<file path="config.mk">
export PLATFORM = sky130hd
export DESIGN_NAME = stream_frame_ctrl_flat
export DESIGN_NICKNAME = d
export VERILOG_FILES = /design/src/rtl/stream_frame_ctrl_if.sv /design/src/rtl/stream_frame_ctrl.sv /design/src/flat_wrapper.sv
export SDC_FILE = /design/constraint.sdc
export NUM_CORES = 1
export LEC_CHECK = 0
export ABC_AREA = 1
export CAP_MARGIN = 0
export CORE_MARGIN = 2
export CORE_UTILIZATION = 54
export CTS_BUF_LIST = sky130_fd_sc_hd__clkbuf_4
export DETAILED_ROUTE_END_ITERATION = 8
export PLACE_DENSITY = 0.9
export SETUP_SLACK_MARGIN = 0.3
export SLEW_MARGIN = 10
export SYNTH_ARGS = -nofsm -noshare
export SYNTH_HDL_FRONTEND = slang
export SYNTH_SLANG_ARGS = --single-unit
</file>
<file path="constraint.sdc">
create_clock -name clk -period 7.5 [get_ports clk]
set_clock_uncertainty 0.05 [all_clocks]
set_input_delay 1.5 -clock clk [delete_from_list [all_inputs] [get_ports clk]]
set_output_delay 1.5 -clock clk [all_outputs]
set_load 0.05 [all_outputs]
</file>
<file path="src/rtl/stream_frame_ctrl_if.sv">
//------------------------------------------------------------------------------
// stream_frame_ctrl_if
//
// Purpose : Bundles the host-side and app-side 64-bit stream handshakes that
//           the frame controller sits between.
//
// Signals :
//   h_din / h_din_valid / h_din_ready     host -> controller input stream
//   a_din / a_din_valid / a_din_ready     controller -> app input stream
//   a_dout / a_dout_valid / a_dout_ready  app -> controller output stream
//   h_dout / h_dout_valid / h_dout_ready  controller -> host output stream
//
// Modports:
//   slave  : the frame controller itself
//   master : the surrounding environment (host plus app wrapper)
//------------------------------------------------------------------------------
`timescale 1ns/1ps

interface stream_frame_ctrl_if;
    logic [63:0] h_din;
    logic        h_din_valid;
    logic        h_din_ready;

    logic [63:0] a_din;
    logic        a_din_valid;
    logic        a_din_ready;

    logic [63:0] a_dout;
    logic        a_dout_valid;
    logic        a_dout_ready;

    logic [63:0] h_dout;
    logic        h_dout_valid;
    logic        h_dout_ready;

    modport slave (
        input  h_din, h_din_valid, a_din_ready, a_dout, a_dout_valid, h_dout_ready,
        output h_din_ready, a_din, a_din_valid, a_dout_ready, h_dout, h_dout_valid
    );

    modport master (
        output h_din, h_din_valid, a_din_ready, a_dout, a_dout_valid, h_dout_ready,
        input  h_din_ready, a_din, a_din_valid, a_dout_ready, h_dout, h_dout_valid
    );
endinterface

</file>
<file path="src/rtl/stream_frame_ctrl.sv">
//------------------------------------------------------------------------------
// stream_frame_ctrl
//
// Purpose : Frame sequencer between the host stream ports and the app wrapper.
//           Admits exactly cfg_in_words input words and releases exactly
//           cfg_out_words output words per frame, then pulses done. Data is a
//           combinational pass-through; only the valid/ready pairs are gated.
//
// Ports   :
//   clk            single clock, all state on the rising edge
//   rst_n          asynchronous active-low reset
//   start          begin a frame (sampled only in IDLE)
//   cfg_in_words   input words per frame, latched on accepted start
//   cfg_out_words  output words per frame, latched on accepted start
//   busy           high while the frame is running
//   done           one-cycle pulse at frame end
//   timeout        frame was ended by the watchdog, valid together with done
//   bus            stream_frame_ctrl_if.slave, host/app handshakes
//
// Options :
//   STREAM_FRAME_CTRL_TIMEOUT_EN  when defined, an idle watchdog ends a frame
//                                 after TIMEOUT_CYCLES cycles without a
//                                 transfer; otherwise RUN waits indefinitely.
//------------------------------------------------------------------------------
`timescale 1ns/1ps

module stream_frame_ctrl #(
    parameter int CNT_W          = 32,
    parameter int TIMEOUT_CYCLES = 65536
) (
    input  logic             clk,
    input  logic             rst_n,
    input  logic             start,
    input  logic [CNT_W-1:0] cfg_in_words,
    input  logic [CNT_W-1:0] cfg_out_words,
    output logic             busy,
    output logic             done,
    output logic             timeout,
    stream_frame_ctrl_if.slave bus
);

    typedef enum logic [1:0] {
        IDLE = 2'd0,
        RUN  = 2'd1,
        DONE = 2'd2
    } state_t;

    state_t           state_q, state_d;
    logic [CNT_W-1:0] in_cnt_q, in_cnt_d;
    logic [CNT_W-1:0] out_cnt_q, out_cnt_d;
    logic [CNT_W-1:0] in_lim_q, in_lim_d;
    logic [CNT_W-1:0] out_lim_q, out_lim_d;
    logic [CNT_W-1:0] in_next, out_next;
    logic             in_open, out_open;
    logic             in_fire, out_fire;
    logic             frame_done;
    logic             wd_expire;

    // A side of the frame is open only while running and below its limit,
    // which is what keeps the counters from ever passing the latched limit.
    assign in_open  = (state_q == RUN) && (in_cnt_q < in_lim_q);
    assign out_open = (state_q == RUN) && (out_cnt_q < out_lim_q);

    assign bus.a_din        = bus.h_din;
    assign bus.a_din_valid  = bus.h_din_valid & in_open;
    assign bus.h_din_ready  = bus.a_din_ready & in_open;

    assign bus.h_dout       = bus.a_dout;
    assign bus.h_dout_valid = bus.a_dout_valid & out_open;
    assign bus.a_dout_ready = bus.h_dout_ready & out_open;

    assign in_fire  = bus.h_din_valid & bus.a_din_ready & in_open;
    assign out_fire = bus.a_dout_valid & bus.h_dout_ready & out_open;

    assign in_next  = in_fire  ? in_cnt_q  + CNT_W'(1) : in_cnt_q;
    assign out_next = out_fire ? out_cnt_q + CNT_W'(1) : out_cnt_q;

    // Looking at the post-transfer counts lets done follow the final word
    // by exactly one cycle.
    assign frame_done = (state_q == RUN) && (in_next == in_lim_q) && (out_next == out_lim_q);

    assign busy = (state_q == RUN);
    assign done = (state_q == DONE);

`ifdef STREAM_FRAME_CTRL_TIMEOUT_EN
    localparam logic [CNT_W-1:0] IDLE_LAST = CNT_W'(TIMEOUT_CYCLES - 1);

    logic [CNT_W-1:0] idle_cnt_q, idle_cnt_d;
    logic             timeout_q, timeout_d;

    // Idle counter: held at zero outside RUN (so it starts clean on entry)
    // and on any counted transfer; otherwise it climbs to its last value.
    always_comb begin
        idle_cnt_d = idle_cnt_q;
        if ((state_q != RUN) || in_fire || out_fire) begin
            idle_cnt_d = '0;
        end else if (idle_cnt_q != IDLE_LAST) begin
            idle_cnt_d = idle_cnt_q + CNT_W'(1);
        end
    end

    assign wd_expire = (state_q == RUN) && !in_fire && !out_fire && (idle_cnt_q == IDLE_LAST);

    // The flag is only raised on the RUN->DONE step caused by the watchdog,
    // so it is high exactly during the done cycle.
    assign timeout_d = wd_expire && !frame_done;

    always_ff @(posedge clk or negedge rst_n) begin
        if (!rst_n) begin
            idle_cnt_q <= '0;
            timeout_q  <= 1'b0;
        end else begin
            idle_cnt_q <= idle_cnt_d;
            timeout_q  <= timeout_d;
        end
    end

    assign timeout = timeout_q;
`else
    assign wd_expire = 1'b0;

    // No watchdog in this build: the flag is constant low.
    assign timeout = (TIMEOUT_CYCLES == 0) & 1'b0;
`endif

    // Next-state and counter logic. Limits only change on an accepted start,
    // so start or cfg activity outside IDLE has no effect.
    always_comb begin
        state_d   = state_q;
        in_cnt_d  = in_cnt_q;
        out_cnt_d = out_cnt_q;
        in_lim_d  = in_lim_q;
        out_lim_d = out_lim_q;

        unique case (state_q)
            IDLE: begin
                if (start) begin
                    in_lim_d  = cfg_in_words;
                    out_lim_d = cfg_out_words;
                    in_cnt_d  = '0;
                    out_cnt_d = '0;
                    if ((cfg_in_words == '0) && (cfg_out_words == '0)) begin
                        state_d = DONE;
                    end else begin
                        state_d = RUN;
                    end
                end
            end
            RUN: begin
                in_cnt_d  = in_next;
                out_cnt_d = out_next;
                if (frame_done || wd_expire) begin
                    state_d = DONE;
                end
            end
            DONE: begin
                state_d = IDLE;
            end
            default: begin
                state_d = IDLE;
            end
        endcase
    end

    // State, counter and limit registers.
    always_ff @(posedge clk or negedge rst_n) begin
        if (!rst_n) begin
            state_q   <= IDLE;
            in_cnt_q  <= '0;
            out_cnt_q <= '0;
            in_lim_q  <= '0;
            out_lim_q <= '0;
        end else begin
            state_q   <= state_d;
            in_cnt_q  <= in_cnt_d;
            out_cnt_q <= out_cnt_d;
            in_lim_q  <= in_lim_d;
            out_lim_q <= out_lim_d;
        end
    end

endmodule

</file>
<file path="src/flat_wrapper.sv">
// flat-port wrapper written by rule: the top's interface ports become plain ports
module stream_frame_ctrl_flat 
#(
    parameter int CNT_W          = 32,
    parameter int TIMEOUT_CYCLES = 65536
)
  (clk, rst_n, start, cfg_in_words, cfg_out_words, busy, done, timeout, bus_h_din, bus_h_din_valid, bus_a_din_ready, bus_a_dout, bus_a_dout_valid, bus_h_dout_ready, bus_h_din_ready, bus_a_din, bus_a_din_valid, bus_a_dout_ready, bus_h_dout, bus_h_dout_valid);
  stream_frame_ctrl_if bus_i ();
  input  logic clk;
  input  logic rst_n;
  input  logic start;
  input  logic [CNT_W-1:0] cfg_in_words;
  input  logic [CNT_W-1:0] cfg_out_words;
  output logic busy;
  output logic done;
  output logic timeout;
  input wire logic [$bits(bus_i.h_din)-1:0] bus_h_din;
  input wire logic [$bits(bus_i.h_din_valid)-1:0] bus_h_din_valid;
  input wire logic [$bits(bus_i.a_din_ready)-1:0] bus_a_din_ready;
  input wire logic [$bits(bus_i.a_dout)-1:0] bus_a_dout;
  input wire logic [$bits(bus_i.a_dout_valid)-1:0] bus_a_dout_valid;
  input wire logic [$bits(bus_i.h_dout_ready)-1:0] bus_h_dout_ready;
  output wire logic [$bits(bus_i.h_din_ready)-1:0] bus_h_din_ready;
  output wire logic [$bits(bus_i.a_din)-1:0] bus_a_din;
  output wire logic [$bits(bus_i.a_din_valid)-1:0] bus_a_din_valid;
  output wire logic [$bits(bus_i.a_dout_ready)-1:0] bus_a_dout_ready;
  output wire logic [$bits(bus_i.h_dout)-1:0] bus_h_dout;
  output wire logic [$bits(bus_i.h_dout_valid)-1:0] bus_h_dout_valid;
  assign bus_i.h_din = bus_h_din;
  assign bus_i.h_din_valid = bus_h_din_valid;
  assign bus_i.a_din_ready = bus_a_din_ready;
  assign bus_i.a_dout = bus_a_dout;
  assign bus_i.a_dout_valid = bus_a_dout_valid;
  assign bus_i.h_dout_ready = bus_h_dout_ready;
  assign bus_h_din_ready = bus_i.h_din_ready;
  assign bus_a_din = bus_i.a_din;
  assign bus_a_din_valid = bus_i.a_din_valid;
  assign bus_a_dout_ready = bus_i.a_dout_ready;
  assign bus_h_dout = bus_i.h_dout;
  assign bus_h_dout_valid = bus_i.h_dout_valid;
  stream_frame_ctrl #(.CNT_W(CNT_W), .TIMEOUT_CYCLES(TIMEOUT_CYCLES)) u_core (.clk(clk), .rst_n(rst_n), .start(start), .cfg_in_words(cfg_in_words), .cfg_out_words(cfg_out_words), .busy(busy), .done(done), .timeout(timeout), .bus(bus_i));
endmodule
</file>
==> flow_summary.json <==
{
  "synth_compound_area_share_pct": 8.31,
  "netlist_instances": 1661,
  "hold_buffers": 0,
  "final_common_cell": "nand2_1",
  "synthSimpleGateAreaFrac_pct": 34.4,
  "syn-cell-area_sq_um": 11300,
  "drive_gt1_share_pct": 4.20,
  "tightest_slew_ns": 0.881,
  "first_global_vias": 10200,
  "drv_cap": 0,
  "synth-xor-area-share_pct": 5.10,
  "final_cell_mix": "nand2_1, nor2_1, inv_1",
  "core_area_sq_um": 20400,
  "clock-sinks": 130,
  "netlist.top_cell.by_area": "dfrtp_1",
  "finalSetupViolations": 0,
  "vias": 11200,
  "drt_wl_total_microns": 34000,
  "synth_top_area_share_pct": 28.8,
  "fin_crit_sh_pct": 70.2,
  "fillers": 1924,
  "synth_edf_count": 0,
  "cts_root_buffer": "clkbuf_4",
  "async_reset_ff_share_pct": 100,
  "synth_ff_type": "dfrtp_1",
  "slew_headroom_pct": 41.3,
  "cp-end-kind": "primary output",
  "cts_setup_buffers": 0,
  "grt_pass1_wl_microns": 54100,
  "required_ns": 5.95,
  "tns_ns": 0,
  "final_max_slew_viol_count": 0,
  "crit_arrival_ns": 3.71,
  "die_y_microns": 149,
  "cp_max_fo": 50,
  "row_count": 52,
  "period_needed_ns": 5.26,
  "synthToLayoutAreaGrowth_pct": 2.22,
  "ys_ff_latch": 130,
  "cts_made_buffers": 17,
  "grt_max_degree": 69,
  "hold_class": "flip-flop to flip-flop",
  "fmax_mhz": 190,
  "syn_nets": 1924,
  "clock_path_buffers": 2,
  "portBuffers": 76,
  "pre_cts_ws_ns": 2.89,
  "initial_core_util_pct": 55.5,
  "drt_iter0_markers": 1420,
  "place_hpwl_microns": 25700,
  "viasPerCell": 5.98,
  "grt_antenna_before_repair": 1,
  "route.detailed.drc": 0,
  "finalHoldViolations": 0,
  "power_density_nw_per_um2": 354,
  "drtPass1Iterations": 6,
  "muxShareOfSynthArea_pct": 0.0996,
  "ant_nets": 0,
  "outcome": "completed",
  "rsz0062_at_grt": "false",
  "yosysSeqAreaShare_pct": 28.8,
  "p_leak_nw": 5.54,
  "die_width_microns": 149,
  "post_cts_resized": 0,
  "ys_types": 43,
  "insertion_delay_ns": 0.58,
  "ir_drop_v": 0.000215,
  "die_area_sq_um": 22100,
  "synth_top_family_by_area": "simple AND/OR/NAND/NOR gates",
  "multi_input_area_sq_um": 6240,
  "h-tree-depth": 4,
  "synth_fa_ha_area_share_pct": 7.08,
  "avgSynthCellArea_sq_um": 6.81,
  "seq_area_sq_um": 3250,
  "setup_slack_ns": 2.24,
  "clk_pin_slew_worst_paths_ns": 0.13,
  "ys_warn_count": 0,
  "finalNetCount": 1846,
  "cts_tree": "yes",
  "gr-usage-all-layers_pct": 31.0,
  "overflow": 0,
  "synth.area.top_cells": "dfrtp_1, nand2_1, buf_4, ha_1, nor2_1",
  "wl_per_cell_microns": 18.2,
  "ioPinCount": 334,
  "place_congestion": 1.01,
  "path_class": "flip-flop to primary output",
  "cp-start-kind": "flip-flop"
}
## flip-flops by register name (all words and copies together) (netlist names)
signal,flops
u_core.in_cnt_q,32
u_core.in_lim_q,32
u_core.out_cnt_q,32
u_core.out_lim_q,32
u_core.state_q,2
## report_power, final
part	internal, mW	switching (mW)
combinational	0.780	1.54
clock	0.194	0.293
sequential	0.989	0.289
## worst paths after layout
| kind | depth (start not counted) | startpoint | endpoint | slack (ns) |
|---|---|---|---|---|
| max in group asynchronous | 2 | rst_n | u_core.in_cnt_q[15] | 5.06 |
| max | 11 | u_core.state_q[0] | bus_a_dout_ready | 2.24 |
| min | 2 | u_core.out_lim_q[19] | u_core.out_lim_q[19] | 0.52 |
| min reg2reg | 2 | u_core.out_lim_q[19] | u_core.out_lim_q[19] | 0.52 |
| min in group asynchronous | 1 | rst_n | u_core.out_lim_q[13] | 0.93 |
| max reg2reg | 22 | u_core.out_cnt_q[1] | u_core.state_q[0] | 3.25 |
## synthesized netlist by cell type (2+ instances only)
| cell type | instances |
|---|---|
| nand2_1 | 415 |
| nor2_1 | 178 |
| inv_1 | 159 |
| buf_4 | 131 |
| dfrtp_1 | 130 |
| nand3_1 | 124 |
| a21oi_1 | 90 |
| nand4_1 | 89 |
| ha_1 | 64 |
| xor2_1 | 56 |
| o22ai_1 | 45 |
| nor3_1 | 34 |
| clkbuf_1 | 32 |
| o21ai_0 | 25 |
| nor4_1 | 23 |
| buf_2 | 15 |
| inv_2 | 5 |
| buf_1 | 4 |
| nand3b_1 | 4 |
| a21oi_2 | 3 |
| nand2_2 | 3 |
| o21a_1 | 3 |
| and3_1 | 2 |
| clkinv_1 | 2 |
| nand3_2 | 2 |
| nor2_2 | 2 |
| nor3_2 | 2 |
| nor3b_1 | 2 |
| xnor2_1 | 2 |
| xnor3_1 | 2 |
## metal layers
metal	vias up	track usage, %	wire length [microns]
li1	5237	-	-
met1	5149	42.2	13800
met2	655	47.9	15200
met3	125	5.74	3510
met4	0	14.4	1460
met5	-	0	0
## cells by family after synthesis
family,after synthesis
adder cells (fa/ha/maj),64
multiplexers,1
AND/OR/NAND/NOR,884
flip-flops,130
buffers and inverters,349
XOR/XNOR,61
other,1
AO/OA/AOI/OAI,171
## per-stage QoR
stage | instances | power (mW) | hold WS [ns] | utilization [%] | instance area [sq um]
2_1_floorplan | 1661 | 3.11 | 0.460 | - | 11300
3_3_place_gp | 1834 | 3.45 | 0.488 | 55.4 | 11300
3_5_place_dp | 1834 | 3.55 | 0.500 | 55.4 | 11300
4_1_cts | 1866 | 4.04 | 0.529 | 56.7 | 11600
5_1_grt | 1867 | 4.45 | 0.553 | 56.8 | 11600
6_report | 1867 | 4.09 | 0.522 | 56.8 | 11600
## worst max-delay path: stages (launching register included)
cell and delay, ns:
dfrtp_1 0.43, nand2_2 0.07, buf_4 0.53, a211oi_1 0.09, nand3_1 0.11, nor2_1 0.05, nand2_1 0.06, clkinv_1 0.50
buf_4 0.42, nand2_1 0.10, nor2_1 0.05, clkdlybuf4s50_1 0.69
## layout make-up
cell class,count,area share [%]
Multi-Input combinational cell,1182,54.0
Inverter,166,5.39
Timing Repair Buffer,86,7.21
Clock inverter,15,1.23
Tap cell,270,2.92
Clock buffer,17,1.10
Antenna cell,1,0.0217
Sequential cell,130,28.1
Power figures use the tool's default switching activity.
